`src/rtl/timer_pkg.sv`:
```
// Shared encodings for the stopwatch/timer/clock control plane and datapath.
// Mode, edit-field and stopwatch sub-state enums.
package timer_pkg;

  typedef enum logic [1:0] {
    M_TIMER     = 2'd0,
    M_STOPWATCH = 2'd1,
    M_CLOCK     = 2'd2,
    M_ALARM     = 2'd3
  } mode_t;

  typedef enum logic [1:0] {
    F_NONE    = 2'd0,
    F_HOURS   = 2'd1,
    F_MINUTES = 2'd2,
    F_SECONDS = 2'd3
  } field_t;

  typedef enum logic [1:0] {
    SW_STOPPED  = 2'd0,
    SW_RUNNING  = 2'd1,
    SW_LAP_RUN  = 2'd2,
    SW_LAP_STOP = 2'd3
  } sw_state_t;

  function automatic mode_t next_mode(
    input mode_t m
  );
    return mode_t'(m + 2'd1);
  endfunction

endpackage

```
`src/rtl/timer_mode_controller_if.sv`:
```
// Front-panel buttons, datapath status and control lines of the timer block.
// master: controller side; slave: panel/datapath side.
interface timer_mode_controller_if;
  logic       modeInput;
  logic       set;
  logic       startOrStop;
  logic       splitOrReset;
  logic       countdownZero;
  logic       alarmMatch;
  logic [1:0] mode;
  logic       loadCountdown;
  logic       countDownEnabled;
  logic       stopwatchRun;
  logic       lapCapture;
  logic       lapHold;
  logic       stopwatchClear;
  logic [1:0] editField;
  logic       editIncrement;
  logic       clockLoad;
  logic       alarmArmed;
  logic       ringSound;

  modport master (
    input  modeInput, set, startOrStop,
    input  splitOrReset,
    input  countdownZero, alarmMatch,
    output mode, loadCountdown,
    output countDownEnabled,
    output stopwatchRun, lapCapture,
    output lapHold, stopwatchClear,
    output editField, editIncrement,
    output clockLoad, alarmArmed,
    output ringSound
  );

  modport slave (
    output modeInput, set, startOrStop,
    output splitOrReset,
    output countdownZero, alarmMatch,
    input  mode, loadCountdown,
    input  countDownEnabled,
    input  stopwatchRun, lapCapture,
    input  lapHold, stopwatchClear,
    input  editField, editIncrement,
    input  clockLoad, alarmArmed,
    input  ringSound
  );
endinterface

```
`src/rtl/button_conditioner.sv`:
```
// Debounces one raw button and emits a 1-cycle press on each accepted 0->1.
// Ports: clockSignal, resetN (sync, low), raw in, press out.
module button_conditioner #(
  parameter int DEBOUNCE_CYCLES = 2
) (
  input  logic clockSignal,
  input  logic resetN,
  input  logic raw,
  output logic press
);

  localparam int CW =
    (DEBOUNCE_CYCLES > 1) ?
    $clog2(DEBOUNCE_CYCLES) : 1;
  localparam logic [CW-1:0] LAST =
    CW'(DEBOUNCE_CYCLES - 1);

  logic          levelQ;
  logic [CW-1:0] cntQ;

  // cntQ counts consecutive samples that
  // disagree with the accepted level.
  always_ff @(posedge clockSignal) begin
    if (!resetN) begin
      levelQ <= 1'b0;
      cntQ   <= '0;
      press  <= 1'b0;
    end else begin
      press <= 1'b0;
      if (raw == levelQ) begin
        cntQ <= '0;
      end else if (cntQ == LAST) begin
        levelQ <= raw;
        cntQ   <= '0;
        press  <= raw;
      end else begin
        cntQ <= cntQ + CW'(1);
      end
    end
  end

endmodule

```
`src/rtl/timer_mode_controller.sv`:
```
// Control-plane FSM: mode, per-mode sub-states, alarm arming, ring timer.
// Ports: clockSignal, resetN (sync, low), bus (timer_mode_controller_if.master).
module timer_mode_controller
  import timer_pkg::*;
#(
  parameter int DEBOUNCE_CYCLES = 2,
  parameter int RING_CYCLES     = 6000
) (
  input  logic clockSignal,
  input  logic resetN,
  timer_mode_controller_if.master bus
);

  localparam int RW = $clog2(RING_CYCLES + 1);
  localparam logic [RW-1:0] RING_LOAD =
    RW'(RING_CYCLES);

  logic evMode, evSet, evSs, evSr;

  button_conditioner #(
    .DEBOUNCE_CYCLES(DEBOUNCE_CYCLES)
  ) uMode (
    .clockSignal(clockSignal),
    .resetN     (resetN),
    .raw        (bus.modeInput),
    .press      (evMode)
  );

  button_conditioner #(
    .DEBOUNCE_CYCLES(DEBOUNCE_CYCLES)
  ) uSet (
    .clockSignal(clockSignal),
    .resetN     (resetN),
    .raw        (bus.set),
    .press      (evSet)
  );

  button_conditioner #(
    .DEBOUNCE_CYCLES(DEBOUNCE_CYCLES)
  ) uSs (
    .clockSignal(clockSignal),
    .resetN     (resetN),
    .raw        (bus.startOrStop),
    .press      (evSs)
  );

  button_conditioner #(
    .DEBOUNCE_CYCLES(DEBOUNCE_CYCLES)
  ) uSr (
    .clockSignal(clockSignal),
    .resetN     (resetN),
    .raw        (bus.splitOrReset),
    .press      (evSr)
  );

  mode_t     modeQ, modeD;
  sw_state_t swQ, swD;
  field_t    fieldQ, fieldD;
  logic      cdeQ, cdeD;
  logic      armedQ, armedD;
  logic      ringQ, ringD;
  logic [RW-1:0] cntQ, cntD;
  logic      amQ;
  logic      loadQ, loadD;
  logic      lapcQ, lapcD;
  logic      clrQ, clrD;
  logic      incQ, incD;
  logic      cloadQ, cloadD;

  logic anyEv;
  logic eMode, eSet, eSs, eSr;
  logic cdTrig, alTrig;

  // Lower-priority events are masked so at
  // most one is acted on per cycle.
  assign anyEv = evMode | evSet | evSs | evSr;
  assign eMode = evMode;
  assign eSet  = evSet & ~evMode;
  assign eSs   = evSs & ~evMode & ~evSet;
  assign eSr   = evSr & ~evMode & ~evSet
               & ~evSs;
  assign cdTrig = bus.countdownZero & cdeQ;
  assign alTrig = bus.alarmMatch & ~amQ
                & armedQ;

  always_ff @(posedge clockSignal) begin
    if (!resetN) begin
      modeQ  <= M_TIMER;
      swQ    <= SW_STOPPED;
      fieldQ <= F_NONE;
      cdeQ   <= 1'b0;
      armedQ <= 1'b0;
      ringQ  <= 1'b0;
      cntQ   <= '0;
      amQ    <= 1'b0;
      loadQ  <= 1'b0;
      lapcQ  <= 1'b0;
      clrQ   <= 1'b0;
      incQ   <= 1'b0;
      cloadQ <= 1'b0;
    end else begin
      modeQ  <= modeD;
      swQ    <= swD;
      fieldQ <= fieldD;
      cdeQ   <= cdeD;
      armedQ <= armedD;
      ringQ  <= ringD;
      cntQ   <= cntD;
      amQ    <= bus.alarmMatch;
      loadQ  <= loadD;
      lapcQ  <= lapcD;
      clrQ   <= clrD;
      incQ   <= incD;
      cloadQ <= cloadD;
    end
  end

  always_comb begin
    modeD  = modeQ;
    swD    = swQ;
    fieldD = fieldQ;
    cdeD   = cdeQ;
    armedD = armedQ;
    ringD  = ringQ;
    cntD   = cntQ;
    loadD  = 1'b0;
    lapcD  = 1'b0;
    clrD   = 1'b0;
    incD   = 1'b0;
    cloadD = 1'b0;

    if (ringQ) begin
      if (cntQ <= RW'(1)) begin
        ringD = 1'b0;
        cntD  = '0;
      end else begin
        cntD = cntQ - RW'(1);
      end
    end

    // While ringing, a press only silences.
    if (ringQ && anyEv) begin
      ringD = 1'b0;
      cntD  = '0;
    end else begin
      unique case (1'b1)
        eMode: begin
          modeD = next_mode(modeQ);
          if (modeQ == M_CLOCK) begin
            fieldD = F_NONE;
          end
        end
        eSet: begin
          unique case (modeQ)
            M_TIMER: begin
              loadD = 1'b1;
              cdeD  = 1'b0;
            end
            M_CLOCK: begin
              fieldD = field_t'(fieldQ + 2'd1);
              cloadD = (fieldQ == F_SECONDS);
            end
            M_ALARM:     armedD = ~armedQ;
            M_STOPWATCH: ;
          endcase
        end
        eSs: begin
          unique case (modeQ)
            M_TIMER: cdeD = ~cdeQ;
            M_STOPWATCH: begin
              unique case (swQ)
                SW_STOPPED:  swD = SW_RUNNING;
                SW_RUNNING:  swD = SW_STOPPED;
                SW_LAP_RUN:  swD = SW_LAP_STOP;
                SW_LAP_STOP: swD = SW_LAP_RUN;
              endcase
            end
            M_CLOCK: incD = (fieldQ != F_NONE);
            M_ALARM: ;
          endcase
        end
        eSr: begin
          unique case (modeQ)
            M_TIMER: begin
              cdeD  = 1'b0;
              loadD = 1'b1;
            end
            M_STOPWATCH: begin
              unique case (swQ)
                SW_RUNNING: begin
                  swD   = SW_LAP_RUN;
                  lapcD = 1'b1;
                end
                SW_LAP_RUN:  swD  = SW_RUNNING;
                SW_LAP_STOP: swD  = SW_STOPPED;
                SW_STOPPED:  clrD = 1'b1;
              endcase
            end
            M_CLOCK: fieldD = F_NONE;
            M_ALARM: ;
          endcase
        end
        default: ;
      endcase
    end

    // A fresh trigger (re)starts the ring.
    if (cdTrig || alTrig) begin
      ringD = 1'b1;
      cntD  = RING_LOAD;
    end
    if (cdTrig) begin
      cdeD = 1'b0;
    end

    // Keep every strobe single-cycle.
    loadD  = loadD & ~loadQ;
    lapcD  = lapcD & ~lapcQ;
    clrD   = clrD & ~clrQ;
    incD   = incD & ~incQ;
    cloadD = cloadD & ~cloadQ;
  end

  assign bus.mode             = modeQ;
  assign bus.loadCountdown    = loadQ;
  assign bus.countDownEnabled = cdeQ;
  assign bus.stopwatchRun     =
    (swQ == SW_RUNNING) ||
    (swQ == SW_LAP_RUN);
  assign bus.lapCapture       = lapcQ;
  assign bus.lapHold          =
    (swQ == SW_LAP_RUN) ||
    (swQ == SW_LAP_STOP);
  assign bus.stopwatchClear   = clrQ;
  assign bus.editField        = fieldQ;
  assign bus.editIncrement    = incQ;
  assign bus.clockLoad        = cloadQ;
  assign bus.alarmArmed       = armedQ;
  assign bus.ringSound        = ringQ;

endmodule

```
`src/flat_wrapper.sv`:
```
// flat-port wrapper written by rule: the top's interface ports become plain ports
module timer_mode_controller_flat import timer_pkg::*;
#(
  parameter int DEBOUNCE_CYCLES = 2,
  parameter int RING_CYCLES     = 6000
)
  (clockSignal, resetN, bus_modeInput, bus_set, bus_startOrStop, bus_splitOrReset, bus_countdownZero, bus_alarmMatch, bus_mode, bus_loadCountdown, bus_countDownEnabled, bus_stopwatchRun, bus_lapCapture, bus_lapHold, bus_stopwatchClear, bus_editField, bus_editIncrement, bus_clockLoad, bus_alarmArmed, bus_ringSound);
  timer_mode_controller_if bus_i ();
  input  logic clockSignal;
  input  logic resetN;
  input wire logic [$bits(bus_i.modeInput)-1:0] bus_modeInput;
  input wire logic [$bits(bus_i.set)-1:0] bus_set;
  input wire logic [$bits(bus_i.startOrStop)-1:0] bus_startOrStop;
  input wire logic [$bits(bus_i.splitOrReset)-1:0] bus_splitOrReset;
  input wire logic [$bits(bus_i.countdownZero)-1:0] bus_countdownZero;
  input wire logic [$bits(bus_i.alarmMatch)-1:0] bus_alarmMatch;
  output wire logic [$bits(bus_i.mode)-1:0] bus_mode;
  output wire logic [$bits(bus_i.loadCountdown)-1:0] bus_loadCountdown;
  output wire logic [$bits(bus_i.countDownEnabled)-1:0] bus_countDownEnabled;
  output wire logic [$bits(bus_i.stopwatchRun)-1:0] bus_stopwatchRun;
  output wire logic [$bits(bus_i.lapCapture)-1:0] bus_lapCapture;
  output wire logic [$bits(bus_i.lapHold)-1:0] bus_lapHold;
  output wire logic [$bits(bus_i.stopwatchClear)-1:0] bus_stopwatchClear;
  output wire logic [$bits(bus_i.editField)-1:0] bus_editField;
  output wire logic [$bits(bus_i.editIncrement)-1:0] bus_editIncrement;
  output wire logic [$bits(bus_i.clockLoad)-1:0] bus_clockLoad;
  output wire logic [$bits(bus_i.alarmArmed)-1:0] bus_alarmArmed;
  output wire logic [$bits(bus_i.ringSound)-1:0] bus_ringSound;
  assign bus_i.modeInput = bus_modeInput;
  assign bus_i.set = bus_set;
  assign bus_i.startOrStop = bus_startOrStop;
  assign bus_i.splitOrReset = bus_splitOrReset;
  assign bus_i.countdownZero = bus_countdownZero;
  assign bus_i.alarmMatch = bus_alarmMatch;
  assign bus_mode = bus_i.mode;
  assign bus_loadCountdown = bus_i.loadCountdown;
  assign bus_countDownEnabled = bus_i.countDownEnabled;
  assign bus_stopwatchRun = bus_i.stopwatchRun;
  assign bus_lapCapture = bus_i.lapCapture;
  assign bus_lapHold = bus_i.lapHold;
  assign bus_stopwatchClear = bus_i.stopwatchClear;
  assign bus_editField = bus_i.editField;
  assign bus_editIncrement = bus_i.editIncrement;
  assign bus_clockLoad = bus_i.clockLoad;
  assign bus_alarmArmed = bus_i.alarmArmed;
  assign bus_ringSound = bus_i.ringSound;
  timer_mode_controller #(.DEBOUNCE_CYCLES(DEBOUNCE_CYCLES), .RING_CYCLES(RING_CYCLES)) u_core (.clockSignal(clockSignal), .resetN(resetN), .bus(bus_i));
endmodule
```
`config.mk`:
```
export PLATFORM = sky130hd
export DESIGN_NAME = timer_mode_controller_flat
export DESIGN_NICKNAME = d
export VERILOG_FILES = /design/src/rtl/timer_pkg.sv /design/src/rtl/timer_mode_controller_if.sv /design/src/rtl/button_conditioner.sv /design/src/rtl/timer_mode_controller.sv /design/src/flat_wrapper.sv
export SDC_FILE = /design/constraint.sdc
export NUM_CORES = 1
export LEC_CHECK = 0
export CAP_MARGIN = 20
export CORE_UTILIZATION = 50
export DETAILED_ROUTE_END_ITERATION = 8
export GPL_ROUTABILITY_DRIVEN = 0
export PLACE_DENSITY_LB_ADDON = 0.1
export SLEW_MARGIN = 20
export SYNTH_ARGS = -nofsm -noshare
export SYNTH_HDL_FRONTEND = slang
export SYNTH_SLANG_ARGS = --single-unit
```
`constraint.sdc`:
```
create_clock -name clockSignal -period 2.1 [get_ports clockSignal]
set_input_delay 0.21 -clock clockSignal [delete_from_list [all_inputs] [get_ports clockSignal]]
set_output_delay 0.21 -clock clockSignal [all_outputs]
set_load 0.05 [all_outputs]
```
==> flow_summary.ini <==
[global_route]
gr-total-overflow = 0
antenna_found_initial = 0
grt_usage_pct = 22.33
grt_max_degree = 22
grt_pass1_vias = 1658
grt.met1_usage_pct = 26.54
met2_usage_pct = 38.39
grt_busiest_layer = met2
gr-usage-met3_pct = 4.828
grt_pass1_wl_mm = 7.410

[layout]
final_cells = 294
nFillCells = 321
mostFrequentLayoutCells = dfxtp_1 (40), clkdlybuf4s50_1 (19), nand2_1 (14), nor2_1 (14), a21oi_1 (13)
syn2layout_area_growth_pct = 17.91
drive_gt1_share_pct = 10.16
diodes = 0
multiInputGateArea_mm2 = 0.001167
final_common_cell = dfxtp_1
regArea_um2 = 800.8
final_nets = 266

[clock_network]
numCtsBuffers = 5
clk_latency_ns = 0.29
cts_buffer_depth = 2
numClockSinks = 40
hold_buffers = 0
clk_pin_slew_worst_paths_ns = 0.08
h-tree-depth = 2
cts_setup_buffers = 0
cts_tree = built
cts_root_buffer = clkbuf_8

[floorplan]
coreArea_mm2 = 0.003799
dieHeight_um = 65.99
die_w_um = 65.99
start_util_pct = 53.89
rows = 22
die_area_mm2 = 0.004354
ios = 22

[logic_synthesis]
synthDistinctLibCells = 52
synth_area_mm2 = 0.002047
synth_seq_cells = 40
async_flop_share_pct = 0
synth-main-ff-cell = dfxtp_1
netlist_instances = 219
synth_edf_count = 0
yosysSeqAreaShare_pct = 39.12
syn_area_per_cell_um2 = 9.347
syn-num-nets = 239
ys_warn_count = 0

[routing]
drc = 0
ant_nets = 0
routed_via_density = 5.973
drt_first_pass_iters = 4
wl_per_cell_um = 14.78
wl_mm = 4.346
drt-initial-drc-count = 98
dr_total_vias = 1756

[timing]
hold_ws_ns = 0.4217
final_max_slew_viol_count = 0
max_freq_ghz = 0.4964
fin_crit_ns = 2.015
worstMarginPinSlew_ns = 0.6824
finalSetupViolCount = 0
final.setup.tns_ns = 0
fin_crit_sh_pct = 95.93
rsz0062_at_grt = false
hold_viol_final = 0
fin_worst_skew_ns = 0.005729
slew_headroom_pct = 54.45

[placement]
placedCellCount = 287
dpl.hpwl_mm = 3.269
io_buffer_count = 21

[worst_setup_path]
critical_path_class = flop to output port
critPathMaxFanout = 3
rrSetupSlack_ns = 0.17
required_ns = 1.89
worstPathArrival_ns = 1.80
start_kind = flop
endpoint_kind = output port

[power]
p_per_area_mw_per_mm2 = 591.4
vdd_drop_max_mv = 0.3947
p_total_uw = 1427
leakagePower_uw = 0.0009048

[min_path]
hp-class = flop to flop

[outcome]
status = finished clean

[flow_run]
maxCapViolations = 0
==> cell usage after synthesis, types with 2 or more instances <==
library cell,n,share of area [%]
nor2_1,14,2.6
clkbuf_1,5,0.92
or3_1,9,2.8
o21ai_0,6,1.5
dfxtp_1,40,39
nand2b_1,2,0.61
a211oi_1,2,0.73
o311ai_1,2,0.86
mux2i_1,5,2.4
and4b_1,4,2.0
nand4b_1,2,0.86
inv_1,12,2.2
or4_1,2,0.73
nand4_1,9,2.8
nand3_1,4,0.98
o21bai_1,2,0.73
xnor2_1,6,2.6
and2_1,4,1.2
nor3_1,7,1.7
a21oi_1,13,3.2
nand2_1,14,2.6
nor4_1,3,0.92
nor2b_1,3,0.92
a31oi_1,5,1.5
and3_1,2,0.61
ha_1,12,7.3
buf_2,3,0.73
nand3b_1,3,1.1
==> metrics by stage <==
| step | instance area [um2] | util, % | setup WS, ns |
|---|---|---|---|
| after floorplan | 2047 | - | 0.2118 |
| after global routing | 2414 | 63.54 | 0.001880 |
| final | 2414 | 63.54 | 0.08540 |
| after detailed placement | 2333 | 61.43 | 0.1783 |
| after CTS | 2414 | 63.54 | 0.06731 |
| after global placement | 2333 | 61.43 | 0.2664 |
==> area by class of cell <==
| type | instances | area share [%] |
|---|---|---|
| clock buffer | 5 | 2.851 |
| clock inverter | 2 | 0.5184 |
| inverter | 12 | 1.866 |
| multi-input combinational | 159 | 48.37 |
| sequential | 40 | 33.18 |
| tap | 48 | 2.488 |
| timing repair buffer | 28 | 10.73 |
==> worst paths after layout <==
path                                                          start                                  end  cells past startpoint
worst max-delay path                     u_core.swQ[0]$_SDFFE_PN0P_                     bus_stopwatchRun                      3
worst min-delay path            u_core.bus.editIncrement$_SDFF_PN0_  u_core.bus.editIncrement$_SDFF_PN0_                      1
worst max register to register          u_core.cntQ[0]$_SDFFE_PP0P_          u_core.cntQ[8]$_SDFFE_PN0P_                      6
worst min register to register  u_core.bus.editIncrement$_SDFF_PN0_  u_core.bus.editIncrement$_SDFF_PN0_                      1
==> cells by family after synthesis <==
group,Yosys count,synth area share (%)
buffers and inverters,20,3.851
AND/OR/NAND/NOR,95,29.40
adder cells (fa/ha/maj),12,7.335
flip-flops,40,39.12
XOR/XNOR,7,2.995
multiplexers,5,2.445
AO/OA/AOI/OAI,40,14.85
==> critical path, cell delays in order (launching register included) <==
cell	delay (ns)
dfxtp_1	0.36
inv_1	0.09
ha_1	0.28
clkdlybuf4s50_1	0.79
==> power by group <==
group	total (uW)	internal [uW]	switching [uW]
logic	138	63.1	74.6
clock network	488	225	263
registers	801	778	23.4
==> registers in the layout, summed over array words and instances, names as in the netlist, 2 cells and up <==
signal and cells:
u_core.cntQ 13, u_core.bus.editField 2, u_core.swQ 2, u_core.bus.mode 2
==> repair_timing <==
| action | 4_1_cts | 5_1_grt |
|---|---|---|
| endpoints found under the hold margin | 0 | 0 |
| resized for setup | 1 | 0 |
| endpoints found under the setup margin | 1 | 0 |
==> per-layer routing <==
| layer | up-vias | share of wire (%) |
|---|---|---|
| li1 | 864 | - |
| met1 | 849 | 46 |
| met2 | 39 | 49 |
| met3 | 4 | 3.7 |
| met4 | 0 | 0.92 |
| met5 | - | 0 |
No activity file was read; power rests on OpenSTA's default activity.
